## src/rtl/reaction_game_n.sv

```systemverilog
// rtl/reaction_game_n.sv - N-player reaction-time game controller
// Optional READY timeout into NOCONTEST enabled by defining REACT_TIMEOUT_EN.
module reaction_game_n #(
  parameter int NUM_PLAYERS    = 4,
  parameter int SCORE_W        = 4,
  parameter int WIN_SCORE      = 5,
  parameter int DELAY_W        = 10,
  parameter int LOCKOUT_CYCLES = 8,
  parameter int TIMEOUT_CYCLES = 1023
) (
  input  logic                           CLK,
  input  logic                           RESET,
  input  logic                           NEXT_N,
  input  logic [NUM_PLAYERS-1:0]         PLAYER_N,
  input  logic [DELAY_W-1:0]             DELAY,
  output logic                           SIGNAL,
  output logic [NUM_PLAYERS*SCORE_W-1:0] SCORES,
  output logic [2:0]                     WINNER,
  output logic                           WINNER_VALID,
  output logic                           FALSE_START,
  output logic [3:0]                     STATE
);

  localparam int LOCK_W = $clog2(LOCKOUT_CYCLES + 1);
  localparam int TO_W   = $clog2(TIMEOUT_CYCLES + 1);
  localparam int CNT_A  = (DELAY_W > LOCK_W) ? DELAY_W : LOCK_W;
  localparam int CNT_W  = (CNT_A > TO_W) ? CNT_A : TO_W;

  typedef enum logic [3:0] {
    IDLE      = 4'd0,
    WAIT      = 4'd1,
    CUE       = 4'd2,
    READY     = 4'd3,
    FAULT     = 4'd4,
    HIT       = 4'd5,
    ROUND_END = 4'd6,
    GAME_OVER = 4'd7,
    NOCONTEST = 4'd8
  } state_t;

  state_t                   state;
  logic [CNT_W-1:0]         cnt;
  logic [SCORE_W-1:0]       score [NUM_PLAYERS];
  logic [2:0]               winner_q;
  logic                     hit_q;
  logic                     fault_q;

  logic [NUM_PLAYERS-1:0]   pressed;
  logic                     any_press;
  logic [2:0]               press_idx;
  logic                     any_win;
  logic [2:0]               win_idx;
  logic [CNT_W-1:0]         delay_load;

  assign pressed    = ~PLAYER_N;
  assign any_press  = |pressed;
  assign delay_load = (DELAY == '0) ? CNT_W'(1) : CNT_W'(DELAY);

  // Descending scan so the lowest index wins ties.
  always_comb begin
    press_idx = '0;
    win_idx   = '0;
    any_win   = 1'b0;
    for (int i = NUM_PLAYERS - 1; i >= 0; i--) begin
      if (pressed[i]) press_idx = 3'(i);
      if (score[i] == SCORE_W'(WIN_SCORE)) begin
        win_idx = 3'(i);
        any_win = 1'b1;
      end
    end
  end

  always_ff @(posedge CLK) begin
    if (RESET) begin
      state    <= IDLE;
      cnt      <= '0;
      winner_q <= '0;
      hit_q    <= 1'b0;
      fault_q  <= 1'b0;
      for (int i = 0; i < NUM_PLAYERS; i++) score[i] <= '0;
    end else begin
      case (state)
        IDLE: if (!NEXT_N) begin
          state <= WAIT;
          cnt   <= delay_load;
        end
        WAIT: if (any_press) begin
          state    <= FAULT;
          winner_q <= press_idx;
          fault_q  <= 1'b1;
        end else if (cnt <= CNT_W'(1)) begin
          state <= CUE;
          cnt   <= CNT_W'(LOCKOUT_CYCLES);
        end else begin
          cnt <= cnt - CNT_W'(1);
        end
        CUE: if (any_press) begin
          state    <= FAULT;
          winner_q <= press_idx;
          fault_q  <= 1'b1;
        end else if (cnt <= CNT_W'(1)) begin
          state <= READY;
          cnt   <= CNT_W'(TIMEOUT_CYCLES);
        end else begin
          cnt <= cnt - CNT_W'(1);
        end
        READY: if (any_press) begin
          state    <= HIT;
          winner_q <= press_idx;
          hit_q    <= 1'b1;
        end
`ifdef REACT_TIMEOUT_EN
        else if (cnt <= CNT_W'(1)) begin
          state <= NOCONTEST;
        end else begin
          cnt <= cnt - CNT_W'(1);
        end
`endif
        FAULT: begin
          state <= ROUND_END;
          for (int i = 0; i < NUM_PLAYERS; i++)
            if (3'(i) != winner_q && score[i] != SCORE_W'(WIN_SCORE))
              score[i] <= score[i] + SCORE_W'(1);
        end
        HIT: begin
          state <= ROUND_END;
          for (int i = 0; i < NUM_PLAYERS; i++)
            if (3'(i) == winner_q && score[i] != SCORE_W'(WIN_SCORE))
              score[i] <= score[i] + SCORE_W'(1);
        end
        NOCONTEST: state <= ROUND_END;
        ROUND_END: if (any_win) begin
          state    <= GAME_OVER;
          winner_q <= win_idx;
        end else if (!NEXT_N) begin
          state   <= WAIT;
          cnt     <= delay_load;
          hit_q   <= 1'b0;
          fault_q <= 1'b0;
        end
        GAME_OVER: state <= GAME_OVER;
        default:   state <= IDLE;
      endcase
    end
  end

  for (genvar g = 0; g < NUM_PLAYERS; g++) begin : g_scores
    assign SCORES[g*SCORE_W +: SCORE_W] = score[g];
  end

  assign STATE        = state;
  assign SIGNAL       = (state == CUE) || (state == READY);
  assign WINNER       = winner_q;
  assign WINNER_VALID = (state == GAME_OVER) || (state == ROUND_END && hit_q);
  assign FALSE_START  = fault_q &&
                        (state == FAULT || state == ROUND_END || state == GAME_OVER);

endmodule

```

## config.mk

```make
export PLATFORM = sky130hd
export DESIGN_NAME = reaction_game_n
export DESIGN_NICKNAME = d
export VERILOG_FILES = /design/src/rtl/reaction_game_n.sv
export SDC_FILE = /design/constraint.sdc
export NUM_CORES = 1
export LEC_CHECK = 0
export ABC_AREA = 1
export ABC_CLOCK_PERIOD_IN_PS = 1720
export BUFFER_PORTS_ARGS = -buffer_cell sky130_fd_sc_hd__clkbuf_2
export CAP_MARGIN = 20
export CORE_ASPECT_RATIO = 1.2
export CORE_UTILIZATION = 35
export DETAILED_ROUTE_END_ITERATION = 6
export SLEW_MARGIN = 0
export SYNTH_ARGS = -nofsm -noshare
export SYNTH_HDL_FRONTEND = slang
export SYNTH_SLANG_ARGS = --single-unit
```

## constraint.sdc

```tcl
create_clock -name CLK -period 1.72 [get_ports CLK]
set_clock_uncertainty 0.05 [all_clocks]
set_input_delay 0.344 -clock CLK [delete_from_list [all_inputs] [get_ports CLK]]
set_output_delay 0.344 -clock CLK [all_outputs]
set_load 0.02 [all_outputs]
```

== After elaboration in Yosys (flattened, before gate mapping) ==
Memories as Yosys holds them, arrays and structs flattened.
Index checks and enable logic that the tools add are counted.

* Register bits: 19
* Latch bits: 0
* Bits in writable memories: 16
* Memory bits (read-only): 0
* Input bits: 17
* Output and inout bits: 26
* Logic and storage cells: 162
* Memories: 1

{| class="wikitable"
|+ Memories
! memory !! depth !! bits a word !! read ports !! clocked after Yosys merged registers in !! write ports !! RTL line !! text
|-
| score || 4 || 4 || 4 || 0 || 4 || 43 || <nowiki>logic [SCORE_W-1:0] score [NUM_PLAYERS];</nowiki>
|}

* $add $sub $neg: 5
* $mul: 0
* Divide/modulo/power cells: 0
* Magnitude comparators: 1
* Equality and inequality tests: 32
* Shifts and indexed selects: 0
* Multiplexer cells: 78
* Bitwise gates (word level): 9
* Reduce and logical (&&, ||, !) cells: 31

{| class="wikitable"
|+ Operator list
! cell !! number
|-
| $mux 10 || 7
|-
| $mux 4 || 15
|-
| $mux 1 || 41
|-
| $pmux 10 s4 || 1
|-
| $eq 4x3->1 const B || 8
|-
| $pmux 4 s7 || 1
|-
| $mux 3 || 8
|-
| $add 4x1->4 const B || 4
|-
| $ne 4x3->1 const B || 4
|-
| $ne 2x2->1 const B || 6
|-
| $reduce_and 4->1 || 3
|-
| $le 10x1->1 const B || 1
|-
| $logic_and 1x1->1 || 10
|-
| $logic_not 10->1 || 1
|-
| $sub 10x1->10 const B || 1
|-
| $eq 4x2->1 const B || 2
|-
| $or 1x1->1 || 8
|-
| $eq 2x3->1 const A || 2
|-
| $ne 2x3->1 const A || 2
|-
| $ne 3x3->1 const B || 2
|-
| $pmux 3 s2 || 1
|-
| $reduce_and 3->1 || 2
|-
| $reduce_bool 2->1 || 3
|-
| $reduce_or 3->1 || 2
|-
| other kinds (15) || 21
|}

== Longest topological paths before layout ==
An unclocked memory read counts as a cell.

* Depth in word-level cells: 9
* Mapped depth: 12
* Gate-level depth less buffers: 11

== Least setup slack after synthesis ==
OpenSTA, ideal clock, no wires.

* Path kind: reg-to-reg
* From: memory score[1][0]
* To: register cnt[5]
* Setup time: 112 ps
* Data arrival time: 1585 ps
* Required time: 1558 ps
* Setup slack: -27 ps
* Stages on the path, launching flop included: 11
* Buffers on the path: 1
* Clock period less this slack: 1747 ps
* Path through: edfxtp_1 -> ha_1 -> nand2_1 -> nor2_1 -> nor2_1 -> nand2_1 -> nand2_2 -> buf_2 -> nand4_1 -> nor2_1 -> nor2_1

{| class="wikitable"
|+ RTL lines
! what !! RTL line !! text
|-
| from (decl) || 43 ||
|-
| to (signal assigned) || 85 || <nowiki>cnt <= delay_load;</nowiki>
|-
| to (signal assigned) || 93 || <nowiki>cnt <= CNT_W'(LOCKOUT_CYCLES);</nowiki>
|-
| to (signal assigned) || 95 || <nowiki>cnt <= cnt - CNT_W'(1);</nowiki>
|-
| to (decl) || 42 || <nowiki>logic [CNT_W-1:0] cnt;</nowiki>
|}

==> impl_metrics.yaml <==
logic_synthesis:
  netlist_area_mm2: 0.00251
  netlist_instances: 373
  avgSynthCellArea_um2: 6.73
  synth_warnings: 0
  synth_area_leader_cell: "edfxtp_1"
  synth_cell_types: 29
  yosysTopAreaCellShare: 0.191
  ys_ff_latch: 34
  synth_seq_area_share: 0.335
  synthTopCellsByArea: "edfxtp_1 (19%), dfxtp_1 (14%), nor2_1 (13%)"
worst_setup_path:
  cp-end-kind: "flop"
  crit_arrival_ns: 1.67
  r2r-end: "score[2][2]$_DFFE_PP_"
  cp_max_fo: 4
  r2r-start: "score[2][1]$_DFFE_PP_"
  r2r_cells: 9
  critPathRequiredTime_ns: 1.72
  rrSetupSlack_ns: 0.04
  cp-start-kind: "flop"
  crit_type: "reg2reg"
placed_design:
  io_buffers: 41
  dp_slack_ns: -0.0923
  gp_congestion: 0.890
  dpl-instance-area_mm2: 0.00300
  dpl.hpwl_um: 5060
clock_network:
  tritoncts: "done"
  clk_latency_ns: 0.28
  numCtsBuffers: 5
  ctsHoldBuffers: 0
  clock_sinks: 34
  htreeDepth: 2
  path_clk_slew_ns: 0.07
  cts_buffer_depth: 2
  cts-root-buf: "clkbuf_8"
sta:
  layout_setup_ws_ns: 0.0421
  hold_violations: 0
  post-route-period-util: 0.976
  setup_viol: 0
  setup_tns_ns: 0
  fmax_mhz: 596
  drv_slew: 0
  rsz0062_at_grt: "yes"
  period_minus_slack_ns: 1.68
die:
  fp.dieArea_mm2: 0.00752
  ioPinCount: 43
  die_height_um: 94.8
  die_w_um: 79.3
  num_rows: 33
  initial_core_util: 0.364
  core-area_mm2: 0.00690
route:
  detail-route-antenna-nets: 0
  drt_iter0_drc: 139
  route.detailed.drc: 0
  drt-pass1-iter-count: 4
  wl_per_cell_um: 12.4
  via_per_inst: 4.93
  vias: 2648
  finalWirelength_um: 6650
layout:
  fin_nets: 476
  postLayoutCellArea_mm2: 0.00333
  nFillCells: 696
  drive_gt1_frac: 0.327
  diodes: 0
  finish.utilization: 0.483
  syn2layout_area_growth_pct: 32.8
worst_hold_path:
  min_path_cells: 5
  hold_class: "in2reg"
  min_from: "DELAY[3]"
  whs_endpoint: "cnt[3]$_SDFFE_PP0P_"
global_routing:
  grt_pass1_wl_um: 10600
  grt_max_degree: 15
  antenna_found_initial: 0
  grt-ovfl-total: 0
  first_global_vias: 2374
  globalRouteTotalUtil: 0.182
pwr:
  p_per_area_mw_per_mm2: 856
  vdd.ir_drop.worst_mv: 0.419
  power_uw: 2850
  p_leak_uw: 0.00165
outcome:
  outcome: "complete, no violations"
job:
  maxCapViolCount: 0
[kinds of logic (layout without fill, tap and decap cells)]
kind of cell,count (synthesis),after routing,synth area share
AND/OR/NAND/NOR,230,231,0.417
buffers and inverters,54,129,0.0877
AO/OA/AOI/OAI,34,34,0.0738
flip-flops,34,34,0.335
adder cells (fa/ha/maj),10,10,0.0499
XOR/XNOR,10,10,0.0349
other,1,2,0.00149
[area by class of cell]
class / instances / area, um^2 / share of cell area
multi-input cells: 287 / 1630 / 0.488
flip-flops and latches: 34 / 850 / 0.255
repair buffers: 74 / 483 / 0.145
inverters: 47 / 179 / 0.0537
well taps: 87 / 109 / 0.0327
clock buffers: 5 / 68.8 / 0.0207
clock inverters: 3 / 16.3 / 0.00488
[power by group]
group	internal, uW	switching, uW
logic	468	774
registers	948	93.1
clock network	277	292
[critical path, cell delays in order (launching register included)]
cell	delay, ns
edfxtp_1	0.40
inv_1	0.08
ha_2	0.16
nand2_2	0.07
nor2_4	0.18
inv_2	0.06
nand3_2	0.09
nand4_1	0.19
nand2_1	0.12
inv_1	0.05
[synth_stat cells (all sizes together)]
library cell   n
nand2         95
edfxtp        16
xor2           6
o21ai         16
ha            10
a21oi         15
clkinv         1
nand3         30
conb           1
inv           46
nor2          93
xnor2          4
nand4         12
buf            7
o22ai          1
dfxtp         18
o211ai         2
[sequential cells by signal, indices dropped and copies added, names as in the netlist]
register / count
score: 16
cnt: 10
STATE: 4
WINNER: 2
fault_q: 1
hit_q: 1
[worst max path at each step]
stage,start,end,cells past startpoint,slack [ns]
global placement,score[2][1]$_DFFE_PP_,score[1][0]$_SDFFCE_PN0P_,9,-0.09
detailed placement,score[2][1]$_DFFE_PP_,score[1][3]$_SDFFCE_PN0P_,9,-0.09
floorplan,score[2][1]$_DFFE_PP_,score[0][0]$_DFFE_PP_,9,-0.005
CTS,STATE[3]$_SDFFE_PP0P_,WINNER_VALID,5,0.0002
global route,score[0][1]$_DFFE_PP_,score[2][2]$_DFFE_PP_,9,-0.09
finish,score[2][1]$_DFFE_PP_,score[2][2]$_DFFE_PP_,9,0.04
[per-layer routing]
layer | wire length (um) | vias to the layer above | part of all wire | track usage
met3 | 270 | 12 | 0.041 | 0.0367
li1 | - | 1347 | - | -
met2 | 3340 | 75 | 0.50 | 0.317
met4 | 138 | 0 | 0.021 | 0.0773
met5 | 0 | - | 0 | 0
met1 | 2900 | 1214 | 0.44 | 0.216
[what timing repair did]
item	4_1_cts	5_1_grt
cloned	0	1
buffers inserted	0	6
endpoints found under the setup margin	21	47
pin swaps	0	22
gates resized for setup	13	46
[per-stage QoR]
| stage | instances | hold WS [ns] |
|---|---|---|
| floorplan | 374 | 0.391 |
| global placement | 522 | 0.409 |
| detailed placement | 522 | 0.419 |
| CTS | 530 | 0.348 |
| global route | 537 | 0.400 |
| finish | 537 | 0.356 |
[cells in the final DEF, fill, tap and decap left out, types with 2 or more instances in the layout]
cell type,count
o21ai_0,13
a21oi_2,2
nand4_1,12
dfxtp_4,2
dfxtp_1,15
nand2_4,5
o21ai_1,2
ha_2,6
nand3_2,2
nand3_4,5
ha_1,4
xnor2_1,4
conb_1,2
nand2_2,17
nor2_1,78
clkbuf_8,5
inv_2,7
edfxtp_1,16
clkinv_1,2
a21oi_1,13
nand2_1,73
clkbuf_2,39
buf_6,2
buf_4,30
nor2_2,5
xor2_1,6
nand3_1,24
inv_1,38
nor2_4,9
No activity file was read; power rests on OpenSTA's default activity.
